## src/rtl/config_frame_sequencer.sv

```systemverilog
// Configuration frame sequencer: takes header/data word pairs from the
// bitstream loader and drives FrameData plus a one-hot FrameStrobe pulse.
module config_frame_sequencer #(
    parameter int FrameBitsPerRow  = 32,
    parameter int MaxFramesPerCol  = 20,
    parameter int NumColumns       = 4,
    parameter int StrobeHoldCycles = 2
) (
    input  logic                                  CLK,
    input  logic                                  RESET,
    input  logic [31:0]                           s_data,
    input  logic                                  s_valid,
    output logic                                  s_ready,
    output logic [FrameBitsPerRow-1:0]            FrameData,
    output logic [NumColumns*MaxFramesPerCol-1:0] FrameStrobe,
    output logic                                  busy,
    output logic                                  error,
    output logic [15:0]                           frames_written
);

    localparam int SW = NumColumns * MaxFramesPerCol;
    localparam int IW = (SW > 1) ? $clog2(SW) : 1;
    localparam int CW = (NumColumns > 1) ? $clog2(NumColumns) : 1;
    localparam int FW = (MaxFramesPerCol > 1) ? $clog2(MaxFramesPerCol) : 1;
    localparam int HW = $clog2(StrobeHoldCycles + 1);

    typedef enum logic [2:0] {
        S_IDLE,
        S_DATA,
        S_SETUP,
        S_STROBE,
        S_HOLD
    } state_t;

    state_t                     state_q, state_d;
    logic [CW-1:0]              col_q, col_d;
    logic [FW-1:0]              frame_q, frame_d;
    logic [FrameBitsPerRow-1:0] frame_data_q, frame_data_d;
    logic [SW-1:0]              strobe_q, strobe_d;
    logic [HW-1:0]              cnt_q, cnt_d;
    logic                       error_q, error_d;
    logic [15:0]                frames_written_q, frames_written_d;

    logic          handshake;
    logic          hdr_ok;
    logic [IW-1:0] strobe_idx;
    logic [SW-1:0] strobe_onehot;

    // Ready depends only on state so the loader never sees a loop through s_valid.
    assign s_ready = (state_q == S_IDLE) || (state_q == S_DATA);
    assign busy    = (state_q != S_IDLE);

    assign FrameData      = frame_data_q;
    assign FrameStrobe    = strobe_q;
    assign error          = error_q;
    assign frames_written = frames_written_q;

    // Header decode and strobe bit position for the latched column/frame.
    always_comb begin
        handshake     = s_valid && s_ready;
        hdr_ok        = (s_data[31:24] == 8'hFA)
                     && (s_data[23:16] < 8'(NumColumns))
                     && (s_data[15:8] < 8'(MaxFramesPerCol));
        strobe_idx    = IW'(col_q) * IW'(MaxFramesPerCol) + IW'(frame_q);
        strobe_onehot = SW'(1) << strobe_idx;
    end

    // Next-state logic; the strobe register is loaded only when the next state is STROBE.
    always_comb begin
        state_d          = state_q;
        col_d            = col_q;
        frame_d          = frame_q;
        frame_data_d     = frame_data_q;
        strobe_d         = '0;
        cnt_d            = cnt_q;
        error_d          = error_q;
        frames_written_d = frames_written_q;
        case (state_q)
            S_IDLE: begin
                if (handshake) begin
                    if (hdr_ok) begin
                        col_d   = s_data[16 +: CW];
                        frame_d = s_data[8 +: FW];
                        state_d = S_DATA;
                    end else begin
                        error_d = 1'b1;
                    end
                end
            end
            S_DATA: begin
                if (handshake) begin
                    frame_data_d = FrameBitsPerRow'(s_data);
                    state_d      = S_SETUP;
                end
            end
            S_SETUP: begin
                cnt_d    = HW'(StrobeHoldCycles - 1);
                strobe_d = strobe_onehot;
                state_d  = S_STROBE;
            end
            S_STROBE: begin
                if (cnt_q == '0) begin
                    frames_written_d = frames_written_q + 16'd1;
                    state_d          = S_HOLD;
                end else begin
                    cnt_d    = cnt_q - HW'(1);
                    strobe_d = strobe_onehot;
                end
            end
            S_HOLD: begin
                state_d = S_IDLE;
            end
            default: begin
                state_d = S_IDLE;
            end
        endcase
    end

    // State and datapath registers; reset drops any strobe immediately.
    always_ff @(posedge CLK or posedge RESET) begin
        if (RESET) begin
            state_q          <= S_IDLE;
            col_q            <= '0;
            frame_q          <= '0;
            frame_data_q     <= '0;
            strobe_q         <= '0;
            cnt_q            <= '0;
            error_q          <= 1'b0;
            frames_written_q <= 16'd0;
        end else begin
            state_q          <= state_d;
            col_q            <= col_d;
            frame_q          <= frame_d;
            frame_data_q     <= frame_data_d;
            strobe_q         <= strobe_d;
            cnt_q            <= cnt_d;
            error_q          <= error_d;
            frames_written_q <= frames_written_d;
        end
    end

endmodule

```

## config.mk

```make
export PLATFORM = sky130hd
export DESIGN_NAME = config_frame_sequencer
export DESIGN_NICKNAME = d
export VERILOG_FILES = /design/src/rtl/config_frame_sequencer.sv
export SDC_FILE = /design/constraint.sdc
export NUM_CORES = 1
export LEC_CHECK = 0
export BUFFER_PORTS_ARGS = -buffer_cell sky130_fd_sc_hd__buf_4
export CAP_MARGIN = 20
export CORE_MARGIN = 10
export CORE_UTILIZATION = 46
export DETAILED_ROUTE_END_ITERATION = 8
export HOLD_SLACK_MARGIN = 0.08
export PLACE_DENSITY = 0.72
export SETUP_SLACK_MARGIN = 0.1
export SKIP_LAST_GASP = 1
export SYNTH_ARGS = -nofsm -noshare
export SYNTH_HDL_FRONTEND = slang
export SYNTH_SLANG_ARGS = --single-unit
```

## constraint.sdc

```tcl
create_clock -name CLK -period 4.1 [get_ports CLK]
set_input_delay 0.41 -clock CLK [delete_from_list [all_inputs] [get_ports CLK]]
set_output_delay 0.41 -clock CLK [all_outputs]
set_load 0.005 [all_outputs]
```

==> summary.md <==
| Metric | Value |
|---|---|
| DR iter-0 viols | about 230 |
| Setup violations, final | 0 |
| Fin. max-slew vios | 0 |
| First-pass GRT wire length | ~21,000 um |
| Routability Congestion | between 0.7 and 0.8 |
| Worst-skew pair later-pin latency | between 400 and 500 ps |
| Yosys top cell area share | approximately two thirds |
| Hold slack | between 200 and 250 ps |
| Max clock buf depth | 2 |
| Row count | 39 |
| CTS Buf Count | 17 |
| Register bit count reported by yosys | around 140 |
| Switch share | between 20% and 30% |
| FMAX | ~420 MHz |
| CP cell instances | ha_1 -> inv_1 -> fa_1 -> xnor2_1 -> nand4_1 -> nor3_1 |
| Type of origin of the critical path | flip-flop |
| Seq pwr share | 42.4% |
| Post-CTS Resized | 0 |
| Share of cells above drive strength 1 | 41.8% |
| Total gr overflow | 0 |
| Static leakage | ~3.5 nW |
| Arrival time worst endpoint | 2680 ps |
| Synth warnings | 0 |
| WL final | 13,000 um |
| Clock power frac | ~36% |
| Vias in the first global route | 4,037 |
| Final ANT Viol Nets | 0 |
| Worst vdd rail ir drop | 0.422 mV |
| Ports | between 150 and 200 |
| Top area cells in the synthesized netlist | dfrtp_1, mux2_2, nor3_1 |
| Antenna violations before repair | 0 |
| Post-Synthesis Cells | roughly 420 |
| CP required | roughly 4400 ps |
| Period utilization | about three fifths |
| DP Wirelength | 9370 um |
| Final Hold Fails | 0 |
| Clock-pin slew on the worst setup and hold paths | ~50 ps |
| Leading area contributor after synthesis | dfrtp_1 |
| FF-to-FF setup slack | 1700 ps |
| Drt pass-1 iters | 6 |
| TNS Setup | 0 ps |
| Worst Tran Pin Value | between 700 and 800 ps |
| CP Capture Type | flip-flop |
| Fin crit period | 2400 ps |
| # clock sinks | ~140 |
| Area growth syn-to-layout | 36.4% |
| Gr usage total | approximately 16% |
| Hold Path Class | input port to async pin |
| Sw power | roughly 1.1 mW |
| Worst Skew | approximately 8 ps |
| Post-route DRC violation count | 0 |
| Crit path max-delay family | simple AND/OR/NAND/NOR gates |
| Chip width | about 130 um |
| Net count of the mapped netlist | 457 |
| Worst Path Buf+Inv | 1 |
| Outcome | finished, final reports clean |
| Library cells used by synthesis | 44 |
| Via count | approximately 3,800 |
| Max transition margin | 51.7% |
| Avg WL per Cell | approximately 18 um |
| H-tree lvl count | 4 |
| Initial Util | 46.8% |
| Hold_buf cts | 0 |
| Synth Cell Area | around 5300 um^2 |
| Combinational share of power | ~22% |
| CTS tree | yes |
| Setup repair bufs after CTS | 0 |
| Mean post-synth cell area | around 13 um^2 |
| Antenna diodes | 0 |
| Largest net degree at the start of global routing | 142 |
| Final #Nets | between 600 and 700 |
| Pwr/cell area | 567 nW/um^2 |
| Critical path's slowest cell | nand4_1 |
| # fillers | around 890 |
| Clock Tree Root | clkbuf_16 |
| RSZ-0062 raised after global routing | false |
| Max-Cap Viols | 0 |
| Kind of critical path | flip-flop to flip-flop |
| Die height | 128 um |
| Internal | 3.06 mW |
| CP max stage delay | 570 ps |
| Sequential area share after synthesis | about 66% |
| Core ar. | approximately 11,000 um^2 |
| Crit path max fanout | 16 |
| Number of port buffers | 165 |
| Vias per inst | 5.12 |
| Die Area | 16,300 um^2 |
==> metal layers <==
metal | GRT usage, % | wire (um) | vias up
met2 | 24.1 | 5930 | 153
met4 | 5.63 | 172 | 0
met1 | 19.3 | 5450 | 1837
met3 | 8.23 | 1430 | 13
li1 | - | - | 1774
met5 | 0 | 0 | -
==> cell type report <==
type	instances	area [um^2]	area share (%)
repair buffers	167	1270	17.4
well taps	143	179	2.45
inverters	7	30.0	0.412
clock inverters	6	82.6	1.13
multi-input cells	247	1710	23.4
flip-flops and latches	141	3530	48.4
clock buffers	26	499	6.85
==> sequential cells by signal, summed over array words and instances (netlist names) <==
name and cells:
FrameData 32, FrameStrobe 80, cnt_q 2, col_q 2
error 1, frame_q 5, frames_written 16, state_q 3
==> cells in the mapped netlist <==
| master | number |
|---|---|
| mux2_1 | 3 |
| nand2_2 | 2 |
| clkbuf_1 | 13 |
| nand2_1 | 27 |
| inv_1 | 7 |
| xor2_1 | 3 |
| nor3b_1 | 1 |
| nand3b_1 | 3 |
| nor3_1 | 63 |
| a21o_1 | 1 |
| nor2_1 | 26 |
| nor4_4 | 1 |
| and2_1 | 3 |
| nor4_1 | 4 |
| and2b_2 | 1 |
| and4b_1 | 1 |
| mux2_2 | 40 |
| a22oi_1 | 1 |
| o21ai_0 | 2 |
| nor2_2 | 1 |
| a31o_2 | 1 |
| o21a_1 | 1 |
| or3_1 | 3 |
| nor4_2 | 2 |
| a2111o_1 | 1 |
| o21bai_1 | 1 |
| buf_4 | 1 |
| nor3_2 | 3 |
| buf_2 | 7 |
| nand2b_1 | 3 |
| ha_1 | 5 |
| nand4_1 | 8 |
| nand3_1 | 8 |
| and3b_1 | 2 |
| o31ai_1 | 1 |
| nor2b_1 | 1 |
| or3b_2 | 1 |
| fa_1 | 1 |
| a21oi_1 | 3 |
| xnor2_1 | 14 |
| and3_1 | 1 |
| dfrtp_1 | 141 |
| or2_2 | 1 |
| and4_1 | 3 |
==> path summary, 6_finish.rpt <==
kind | from | endpoint | cells past startpoint
worst max-delay path | col_q[0]$_DFFE_PP0P_ | FrameStrobe[31]$_DFF_PP0_ | 6
worst min-delay path | RESET | FrameStrobe[24]$_DFF_PP0_ | 3
worst max register to register | col_q[0]$_DFFE_PP0P_ | FrameStrobe[31]$_DFF_PP0_ | 6
worst min register to register | frames_written[15]$_DFFE_PP0P_ | frames_written[15]$_DFFE_PP0P_ | 1
max in group asynchronous | RESET | FrameData[18]$_DFFE_PP0P_ | 3
min in group CLK | s_data[2] | FrameData[2]$_DFFE_PP0P_ | 2
==> placed cells by master, fill, tap and decap left out, types with 2 or more instances in the layout <==
| cell | synthesis | final |
|---|---|---|
| and3b_1 | 2 | 2 |
| nor3_1 | 63 | 63 |
| clkinvlp_4 | 0 | 2 |
| a21oi_1 | 3 | 3 |
| mux2_1 | 3 | 3 |
| and4_1 | 3 | 3 |
| xor2_1 | 3 | 3 |
| xnor2_1 | 14 | 14 |
| clkinv_2 | 0 | 3 |
| nand3b_1 | 3 | 3 |
| mux2_2 | 40 | 40 |
| o21ai_0 | 2 | 2 |
| nand2_2 | 2 | 2 |
| or3_1 | 3 | 3 |
| nand2b_1 | 3 | 3 |
| dfrtp_1 | 141 | 141 |
| buf_4 | 1 | 166 |
| inv_1 | 7 | 6 |
| nor3_2 | 3 | 2 |
| nor4_1 | 4 | 4 |
| nand4_1 | 8 | 8 |
| clkbuf_8 | 0 | 4 |
| nor4_2 | 2 | 2 |
| nor2_1 | 26 | 26 |
| nand2_1 | 27 | 27 |
| clkbuf_1 | 13 | 5 |
| bufinv_16 | 0 | 2 |
| ha_1 | 5 | 5 |
| clkbuf_16 | 0 | 17 |
| nand3_1 | 8 | 8 |
| and2_1 | 3 | 3 |
==> power by group through the flow <==
| stage | clock network, mW | logic [mW] | registers, mW |
|---|---|---|---|
| global placement | 0 | 0.879 | 1.76 |
| floorplan | 0 | 0.467 | 1.76 |
| finish | 1.49 | 0.888 | 1.75 |
| detailed placement | 0 | 0.909 | 1.78 |
| global route | 1.57 | 0.991 | 1.79 |
| CTS | 1.52 | 0.913 | 1.76 |
==> per-stage QoR <==
step	instances	setup slack, ps	util, %	area, um^2	power, mW
2_1_floorplan	416	1930	-	5350	2.22
6_report	737	1700	63.9	7290	4.13
3_3_place_gp	705	1890	58.8	6710	2.64
3_5_place_dp	705	1720	58.8	6710	2.68
4_1_cts	737	1690	63.9	7290	4.19
5_1_grt	737	1440	63.9	7290	4.34
==> cells by family after synthesis <==
group,after synthesis,synth area share [%]
and+or+nand+nor,169,16.9
DFF,141,66.0
muxes,43,9.06
buffers and inverters,28,2.20
xor gates and xnor gates,17,2.79
AOI/OAI and AO/OA,12,1.55
adders and majority gates,6,1.54
==> worst register-to-register path: cells and delay by family, from the launching register on <==
kind | cells | cell delay [ps]
buffers and inverters | 1 | 70
flip-flops | 1 | 370
XOR/XNOR | 1 | 220
AND/OR/NAND/NOR | 2 | 1000
adder cells (fa/ha/maj) | 2 | 610
(Power assumes the default switching activity.)
